==> src/rtl/cpu_trace_pkg.sv <==
// cpu_trace_pkg
// Shared types for the cpu6502 instruction trace buffer.
//   trace_state_t : capture state machine encoding (also driven on state_o)
//   trace_entry_t : one register snapshot, MSB to LSB {PC, A, X, Y, SR, SP}
//   ENTRY_BASE_W  : width of a snapshot without a timestamp
// Optional build macro: TRACE_TIMESTAMP_EN (see cpu_trace_buffer).
package cpu_trace_pkg;

    localparam int ENTRY_BASE_W = 56;

    typedef enum logic [1:0] {
        IDLE  = 2'd0,
        ARMED = 2'd1,
        POST  = 2'd2,
        DONE  = 2'd3
    } trace_state_t;

    typedef struct packed {
        logic [15:0] pc;
        logic [7:0]  a;
        logic [7:0]  x;
        logic [7:0]  y;
        logic [7:0]  sr;
        logic [7:0]  sp;
    } trace_entry_t;

endpackage

==> src/rtl/cpu_trace_buffer_ram.sv <==
// trace_ram
// Simple dual-port trace storage: one write port, one registered read port.
// Written as a plain array with a registered read so it maps onto block RAM.
// Ports:
//   clk, srst        : clock, synchronous active-high reset (read register only)
//   wr_en/addr/data  : write port
//   rd_en/addr       : read request; data appears on rd_data next cycle
//   rd_data          : registered read data, holds while rd_en is low
module trace_ram
    import cpu_trace_pkg::*;
#(
    parameter int DEPTH = 64,
    parameter int WIDTH = ENTRY_BASE_W,
    localparam int AW   = $clog2(DEPTH)
) (
    input  logic             clk,
    input  logic             srst,
    input  logic             wr_en,
    input  logic [AW-1:0]    wr_addr,
    input  logic [WIDTH-1:0] wr_data,
    input  logic             rd_en,
    input  logic [AW-1:0]    rd_addr,
    output logic [WIDTH-1:0] rd_data
);

    logic [WIDTH-1:0] mem [DEPTH];
    logic [WIDTH-1:0] rd_data_q;

    always_ff @(posedge clk) begin
        if (wr_en) begin
            mem[wr_addr] <= wr_data;
        end
    end

    // Reads and writes never overlap in time (writes stop before readout
    // starts), so no read-during-write behaviour needs to be defined.
    always_ff @(posedge clk) begin
        if (srst) begin
            rd_data_q <= '0;
        end else if (rd_en) begin
            rd_data_q <= mem[rd_addr];
        end
    end

    assign rd_data = rd_data_q;

endmodule

==> src/rtl/cpu_trace_buffer.sv <==
// cpu_trace_buffer
// On-chip instruction trace for the cpu6502 core. Each opcode-fetch strobe
// snapshots {PC, A, X, Y, SR, SP} into a circular buffer. A PC-match or forced
// trigger starts a post-trigger window; when it closes (or the buffer fills in
// stop-on-full mode) the entries drain oldest-first over a valid/ready port.
// Build macro: TRACE_TIMESTAMP_EN adds a free-running TS_W-bit cycle counter
// whose value is stored in the entry MSBs.
// Ports:
//   CLK, RESET          : clock, synchronous active-high reset
//   arm                 : clear buffer and enter ARMED (wins over everything else)
//   force_trig          : immediate trigger while ARMED
//   trig_en, trig_pc    : PC-match trigger enable and value
//   stop_on_full        : 1 = stop when full, 0 = overwrite oldest
//   fetch, PC..SP       : capture strobe and CPU register snapshot
//   rd_data/valid/ready : readout stream, oldest entry first
//   state_o             : 0 IDLE, 1 ARMED, 2 POST, 3 DONE
//   count               : entries held
//   overflow            : an entry was overwritten since the last arm
module cpu_trace_buffer
    import cpu_trace_pkg::*;
#(
    parameter int DEPTH     = 64,
    parameter int POST_TRIG = 16,
    parameter int TS_W      = 16,
`ifdef TRACE_TIMESTAMP_EN
    localparam int TS_BITS  = TS_W,
`else
    // No timestamp field; TS_W is kept referenced so the parameter list is
    // identical in both builds.
    localparam int TS_BITS  = 0 * TS_W,
`endif
    localparam int ENTRY_W  = ENTRY_BASE_W + TS_BITS,
    localparam int AW       = $clog2(DEPTH),
    localparam int CW       = AW + 1
) (
    input  logic               CLK,
    input  logic               RESET,
    input  logic               arm,
    input  logic               force_trig,
    input  logic               trig_en,
    input  logic [15:0]        trig_pc,
    input  logic               stop_on_full,
    input  logic               fetch,
    input  logic [15:0]        PC,
    input  logic [7:0]         A,
    input  logic [7:0]         X,
    input  logic [7:0]         Y,
    input  logic [7:0]         SR,
    input  logic [7:0]         SP,
    output logic [ENTRY_W-1:0] rd_data,
    output logic               rd_valid,
    input  logic               rd_ready,
    output logic [1:0]         state_o,
    output logic [CW-1:0]      count,
    output logic               overflow
);

    localparam logic [CW-1:0] DEPTH_C   = CW'(DEPTH);
    localparam logic [AW-1:0] POST_INIT = AW'(POST_TRIG);

    trace_state_t  state_q, state_d;
    logic [AW-1:0] wr_ptr_q, wr_ptr_d;
    logic [AW-1:0] rd_ptr_q, rd_ptr_d;
    logic [CW-1:0] count_q, count_d;
    logic [AW-1:0] post_cnt_q, post_cnt_d;
    logic          overflow_q, overflow_d;
    logic          rd_valid_q, rd_valid_d;

    logic               wr_en;
    logic               rd_en;
    logic [AW-1:0]      rd_addr;
    logic [ENTRY_W-1:0] wr_data;
    logic               full;
    logic               take;
    trace_entry_t       entry;

    assign entry = '{pc: PC, a: A, x: X, y: Y, sr: SR, sp: SP};

`ifdef TRACE_TIMESTAMP_EN
    logic [TS_W-1:0] ts_q, ts_d;

    always_comb ts_d = ts_q + 1'b1;

    // Free-running from reset; arm deliberately leaves it alone so stamps
    // stay comparable across captures.
    always_ff @(posedge CLK) begin
        if (RESET) begin
            ts_q <= '0;
        end else begin
            ts_q <= ts_d;
        end
    end

    assign wr_data = {ts_q, entry};
`else
    assign wr_data = entry;
`endif

    assign full = (count_q == DEPTH_C);
    assign take = rd_valid_q && rd_ready;

    always_comb begin
        state_d    = state_q;
        wr_ptr_d   = wr_ptr_q;
        rd_ptr_d   = rd_ptr_q;
        count_d    = count_q;
        post_cnt_d = post_cnt_q;
        overflow_d = overflow_q;
        rd_valid_d = 1'b0;
        wr_en      = 1'b0;
        rd_en      = 1'b0;
        rd_addr    = rd_ptr_q;

        if (arm) begin
            state_d    = ARMED;
            wr_ptr_d   = '0;
            count_d    = '0;
            post_cnt_d = '0;
            overflow_d = 1'b0;
        end else begin
            case (state_q)
                ARMED, POST: begin
                    if (fetch && full && stop_on_full) begin
                        state_d = DONE;
                    end else begin
                        if (fetch) begin
                            wr_en    = 1'b1;
                            wr_ptr_d = wr_ptr_q + 1'b1;
                            if (full) begin
                                overflow_d = 1'b1;
                            end else begin
                                count_d = count_q + 1'b1;
                            end
                        end
                        if (state_q == ARMED) begin
                            if (force_trig || (fetch && trig_en && (PC == trig_pc))) begin
                                post_cnt_d = POST_INIT;
                                state_d    = (POST_TRIG == 0) ? DONE : POST;
                            end
                        end else if (fetch) begin
                            post_cnt_d = post_cnt_q - 1'b1;
                            if (post_cnt_q == AW'(1)) begin
                                state_d = DONE;
                            end
                        end
                    end
                    // Oldest entry after this cycle's capture; only consumed
                    // once the state lands in DONE. A full buffer gives
                    // count[AW-1:0]==0, i.e. the oldest entry sits at wr_ptr.
                    rd_ptr_d = wr_ptr_d - count_d[AW-1:0];
                end
                DONE: begin
                    // rd_ptr_q is the entry currently presented (or about to
                    // be). On a transfer, prefetch the next one so the stream
                    // has no bubble; otherwise the RAM output register holds.
                    count_d    = count_q - CW'(take);
                    rd_ptr_d   = rd_ptr_q + AW'(take);
                    rd_addr    = rd_ptr_d;
                    rd_valid_d = (count_d != '0);
                    rd_en      = (!rd_valid_q || take) && (count_d != '0);
                end
                default: begin
                end
            endcase
        end
    end

    always_ff @(posedge CLK) begin
        if (RESET) begin
            state_q    <= IDLE;
            wr_ptr_q   <= '0;
            rd_ptr_q   <= '0;
            count_q    <= '0;
            post_cnt_q <= '0;
            overflow_q <= 1'b0;
            rd_valid_q <= 1'b0;
        end else begin
            state_q    <= state_d;
            wr_ptr_q   <= wr_ptr_d;
            rd_ptr_q   <= rd_ptr_d;
            count_q    <= count_d;
            post_cnt_q <= post_cnt_d;
            overflow_q <= overflow_d;
            rd_valid_q <= rd_valid_d;
        end
    end

    trace_ram #(
        .DEPTH (DEPTH),
        .WIDTH (ENTRY_W)
    ) u_ram (
        .clk     (CLK),
        .srst    (RESET),
        .wr_en   (wr_en),
        .wr_addr (wr_ptr_q),
        .wr_data (wr_data),
        .rd_en   (rd_en),
        .rd_addr (rd_addr),
        .rd_data (rd_data)
    );

    assign rd_valid = rd_valid_q;
    assign state_o  = state_q;
    assign count    = count_q;
    assign overflow = overflow_q;

endmodule

==> config.mk <==
export PLATFORM = sky130hd
export DESIGN_NAME = cpu_trace_buffer
export DESIGN_NICKNAME = d
export VERILOG_FILES = /design/src/rtl/cpu_trace_pkg.sv /design/src/rtl/cpu_trace_buffer_ram.sv /design/src/rtl/cpu_trace_buffer.sv
export SDC_FILE = /design/constraint.sdc
export NUM_CORES = 2
export LEC_CHECK = 0
export BUFFER_PORTS_ARGS = -buffer_cell sky130_fd_sc_hd__buf_2
export CAP_MARGIN = 0
export CELL_PAD_IN_SITES_DETAIL_PLACEMENT = 0
export CELL_PAD_IN_SITES_GLOBAL_PLACEMENT = 2
export CORE_MARGIN = 4
export CORE_UTILIZATION = 45
export CTS_CLUSTER_DIAMETER = 40
export CTS_CLUSTER_SIZE = 28
export DETAILED_ROUTE_END_ITERATION = 12
export PLACE_DENSITY_LB_ADDON = 0.1
export SYNTH_ARGS = -nofsm -noshare
export SYNTH_HDL_FRONTEND = slang
export SYNTH_SLANG_ARGS = --single-unit
==> constraint.sdc <==
create_clock -name CLK -period 8.9 [get_ports CLK]
set_clock_uncertainty 0.2 [all_clocks]
set_input_delay 0.89 -clock CLK [delete_from_list [all_inputs] [get_ports CLK]]
set_output_delay 0.89 -clock CLK [all_outputs]
set_load 0.05 [all_outputs]
# After elaboration in Yosys (flattened, before gate mapping)
# Memories as Yosys holds them, arrays and structs flattened. A register that Yosys moved wholly into a read port is not among the register bits.
# Index checks and enable logic that the tools add are counted.
[op_classes]
addsub = 6
eq_ne = 12
muxes = 31
bitwise = 3
reduce_logical = 26
[ops]
columns = ["op", "n"]
rows = [
  ["$mux W6", 9],
  ["$mux W7", 5],
  ["$reduce_and A4 Y1", 5],
  ["$eq A16 B16 Y1", 1],
  ["$pmux W7 S2", 1],
  ["$pmux W6 S2", 1],
  ["$mux W1", 10],
  ["$mux W2", 5],
  ["$ne A3 B3 Y1 const B", 3],
  ["$reduce_bool A4 Y1", 2],
  ["$add A7 B1 Y7 const B", 1],
  ["$eq A7 B7 Y1 const B", 1],
  ["$reduce_bool A7 Y1", 1],
  ["$sub A7 B1 Y7", 1],
  ["$add A6 B1 Y6", 1],
  ["$add A6 B1 Y6 const B", 1],
  ["$eq A6 B1 Y1 const B", 1],
  ["$logic_and A1 B1 Y1", 6],
  ["$reduce_bool A2 Y1", 3],
  ["$reduce_bool A3 Y1", 2],
  ["$sub A6 B1 Y6 const B", 1],
  ["$sub A6 B6 Y6", 1],
  ["$eq A2 B2 Y1 const B", 2],
  ["$ne A4 B3 Y1 const B", 1],
  ["other kinds (9)", 13],
]
[word_totals]
regBits = 29
mem_bits_rw = 3584
out_inout_bits = 67
mem_count = 1
[memory_table]
columns = ["memory", "depth", "word_bits", "read_ports", "rd_ports_with_merged_regs", "write_ports", "line_no", "text"]
rows = [
  ["u_ram.mem", 64, 56, 1, 1, 1, "cpu_trace_buffer_ram.sv:26", "logic [WIDTH-1:0] mem [DEPTH];"],
]

# Logic depth before layout (Yosys ltp)
[depth]
ltp_word = 8
ltp_mapped = 17
depth_no_buf = 14

# Modules after synthesis
# Synthesis repeated with hierarchy kept, for this count alone.
[unflattened]
cells_unflattened = 6592
hier_area_um2 = 141973.7
[by_module_without_submodules]
columns = ["module", "n_inst", "cells_each", "area_each_um2", "seq_area_each_um2"]
rows = [
  ["trace_ram", 1, 6282, 139583.9, 108744.3],
  ["cpu_trace_buffer", 1, 310, 2389.8, 580.6],
]

# Least setup slack after synthesis
# OpenSTA, ideal clock, no wires.
[synth_path]
path_kind = "input port to flip-flop"
startpoint = "input port fetch"
endpoint = "memory u_ram.mem[41][0] in the netlist's numbering, enable pin"
setup_time_ns = 0.610
t_arrival_ns = 7.723
required_time_ns = 8.090
path_slack_ns = 0.367
stages = 8
n_path_buf = 3
cell_sequence = "clkbuf_1 -> inv_1 -> a31o_2 -> buf_2 -> nor2b_1 -> clkbuf_1 -> nand3_1 -> nor4bb_1"
[synth_via]
elab_chain_len = 7
[synth_rtl]
columns = ["element", "line_no", "text"]
rows = [
  ["from (decl)", "cpu_trace_buffer.sv:43", "input logic fetch,"],
  ["$logic_and A1 B1 Y1 (2 in series)", "cpu_trace_buffer.sv:123", "if (fetch && full && stop_on_full) begin"],
  ["$mux W1 (*)", "cpu_trace_buffer.sv:123", ""],
  ["$mux W1 (*)", "cpu_trace_buffer.sv:121", "case (state_q)"],
  ["$mux W1 (*)", "cpu_trace_buffer.sv:114", "if (arm) begin"],
  ["$mux W1 (*)", "cpu_trace_buffer_ram.sv:30", "if (wr_en) begin"],
  ["$mux W1 (not written as such) (*)", "cpu_trace_buffer_ram.sv:31", "mem[wr_addr] <= wr_data;"],
  ["to (decl)", "cpu_trace_buffer_ram.sv:26", ""],
]
# Mark *: on every way between the ends. The rest lies on a longest branch, timed or not.

# Final worst setup path
[layout_path]
startpoint = "register state_q[0], in the netlist state_o[0]"
endpoint = "register u_ram.rd_data_q[4], in the netlist u_ram.rd_data[4], read port of u_ram.mem"
[layout_via]
elab_chain_len = 3
[layout_rtl]
columns = ["element", "line_no", "text"]
rows = [
  ["from (decl)", "cpu_trace_buffer.sv:61", "trace_state_t state_q, state_d;"],
  ["from (signal assigned)", "cpu_trace_buffer.sv:178", "state_q <= state_d;"],
  ["$eq A2 B2 Y1 (*)", "cpu_trace_buffer.sv:121", ""],
  ["$mux W6 / $mux W1 (equally long branches)", "cpu_trace_buffer.sv:121", ""],
  ["$mux W6 / $mux W1 (equally long branches)", "cpu_trace_buffer.sv:114", ""],
  ["to (decl)", "cpu_trace_buffer_ram.sv:27", "logic [WIDTH-1:0] rd_data_q;"],
]
# Marked as above.
# A chain may end at the register's enable or synchronous reset.

==> results.cfg <==
[sta]
finalHoldViolCount = 0
fin_ws_ns = 2.98
grt_setup_unrepaired = false
finalSetupTns_ns = 0
hold_slack_ns = 0.0834
fin_crit_sh_pct = 66.5
fmax_ghz = 0.169
drv_slew = 0
tightest_slew_ns = 1.46
layout_min_cycle_time_ns = 5.92
slew_headroom_pct = 0.425
setup_viol = 0

[place]
dpl.cell_count = 11425
place_ws_ns = 2.76
hpwl_mm = 231
io_buffers = 146
gp_congestion = 0.773

[worst_setup_path]
cpMaxStageDelayCell = a2111oi_0
required_ns = 9.62
reg2reg_depth = 12
max_stage_delay_ns = 1.25
cp_max_fo = 93
critical_path.startpoint_type = register
end_kind = register
crit_path_cell_trace = ha_1, buf_4, nand2b_2, buf_4, a21oi_4, buf_12, buf_12, nand2_1, a311oi_1, o32ai_1, a2111oi_0, a211o_1
cp.arrival_ns = 6.64
setup.worst_path.class = reg2reg

[finish]
layout_commonest_cell = edfxtp_1
final_layout_size_suffix_gt1_share_pct = 24.0
mostFrequentLayoutCells = 3584 x edfxtp_1, 826 x nand2_1, 574 x mux4_2, 550 x clkbuf_16, 332 x mux2i_1
area_growth_pct = 17.8
layout.cells.non_filler = 12407
fin_nets = 7922

[floorplan]
core.rowCount = 205
die_area_um2 = 323000
core_area_um2 = 312000
io_pins = 147
fp.dieW_um = 569
die_h_um = 569
start_util_pct = 45.3

[flow_run]
max_cap_violations = 1

[route]
via_per_inst = 6.26
post-route-drc-count = 0
detail-route-antenna-nets = 0
wire_per_inst_um = 36.5
drt_first_pass_iters = 5
vias = 77626
drtIter0Drc = 9693
routed_wl_mm = 453

[synthesis]
synth.distinct_cells = 80
async_reset_ff_share_pct = 0
ys_ff_latch = 3669
synth_fp_nets = 7455
ys_seq_area_share_pct = 77.3
synthesis.area_um2 = 141000
ys_warn_count = 0
synth.area.top_cells = edfxtp_1 76%, mux4_2 9.1%, mux2i_1 2.4%
ys.flop_type = edfxtp_1
avgSynthCellArea_um2 = 19.2
synthCells = 7357
synth_edf_count = 3584
yosysTopAreaCellShare_pct = 76.1
synth.largest_area_cell = edfxtp_1

[clocking]
clockRootBuffer = clkbuf_16
cts_buffers = 537
post_cts_buffers = 0
cts_tree = yes
clk_path_buf_depth = 4
clk_pin_slew_ns = 0.05
ctsResizeCount = 0
ctsHoldBuffers = 0
htreeDepth = 6
clock_latency_ns = 1.00
clock-sinks = 3669

[global_route]
grt_max_degree = 117
grt_pass1_wl_mm = 624
antenna_found_initial = 38
grt_pass1_vias = 77150
grtUsageTotal_pct = 27.6
grt.overflow.total = 0

[power_and_ir_drop]
p_int_mw = 33.0
combPwrFrac_pct = 3.8
p_per_area_nw_per_um2 = 252
power_switching_mw = 8.93
power.static_leakage_nw = 52.9
finalPower_mw = 41.9
vdd_drop_max_mv = 0.180
power_frac_seq_pct = 45.3
switching_share_pct = 21.3
power_frac_clock_pct = 50.9

[worst_hold_path]
holdPathStages = 4
hp-class = in2reg

[outcome]
violations = capacitance limit
status = finished, violations left
[flip-flops by register name (all words and copies together), names as in the netlist]
register	flops
post_cnt_q	6
wr_ptr_q	6
overflow	1
state_o	2
rd_ptr_q	6
rd_valid	1
u_ram.rd_data	56
u_ram.mem	3584
count	7
[stage by stage]
stage          area, µm²  util [%]
2_1_floorplan     141000         -
3_3_place_gp      148000      47.4
3_5_place_dp      148000      47.4
4_1_cts           166000      53.3
5_1_grt           166000      53.3
6_report          167000      53.3
[final cells by class]
| cell class | instances | area [µm²] |
|---|---|---|
| inverter | 74 | 278 |
| timing repair buffer | 381 | 3010 |
| multi-input combinational | 3161 | 30400 |
| sequential | 3669 | 109000 |
| tap | 4140 | 5180 |
| fill | 24611 | 146000 |
| clock buffer | 623 | 14200 |
| antenna | 14 | 35.0 |
| clock inverter | 345 | 4090 |
[critical path, delay by kind of cell (launching register included)]
kind	cells	cell delay (ns)
compound gates	5	2.38
buf+inv	4	1.90
simple gates	2	0.67
fa+ha+maj	1	0.18
flops	1	0.39
[synthesized netlist by cell type (all sizes together), types with 23 or more instances]
cell and instances:
or2 23, nand2 827, nor2 108, a22oi 127
mux2i 332, nor3 29, mux4 574, a311oi 41
a32oi 214, and3 57, a31oi 111, o22ai 59
clkbuf 213, a211oi 100, dfxtp 85, edfxtp 3584
inv 74, o21ai 26, nand3 91, buf 240
xnor2 26, nand4b 38, mux2 55, a21oi 94
[layer usage]
layer | global-route usage (%) | wire length, µm
met1 | 40.0 | 192000
met2 | 43.6 | 213000
met4 | 7.17 | 12200
met5 | 0 | 58
met3 | 4.94 | 36100
[final timing paths]
path / from / endpoint / slack, ns
worst max-delay path: state_o[0] / u_ram.rd_data[4] / 2.98
worst min-delay path: stop_on_full / overflow / 0.08
worst max register to register: state_o[0] / u_ram.rd_data[4] / 2.98
worst min register to register: overflow / overflow / 0.28
[logic make-up (layout without fill, tap and decap cells)]
family | after synthesis | count (layout) | share of synthesized area, %
compound gates | 880 | 880 | 4.67
xor+xnor | 40 | 40 | 0.258
fa+ha+maj | 18 | 18 | 0.165
buf+inv | 527 | 1423 | 1.68
flops | 3669 | 3669 | 77.3
mux | 961 | 961 | 11.9
other cells | 0 | 14 | 0
simple gates | 1262 | 1262 | 3.97
[power by group through the flow]
| stage | clock network, mW | logic [mW] | registers (mW) |
|---|---|---|---|
| floorplan | 0 | 0.924 | 19.3 |
| global placement | 0 | 1.56 | 19.3 |
| detailed placement | 0 | 1.58 | 19.3 |
| CTS | 21.7 | 1.58 | 19.0 |
| global route | 22.5 | 1.68 | 19.0 |
| finish | 21.4 | 1.57 | 19.0 |
No activity file was read; power rests on OpenSTA's default activity.
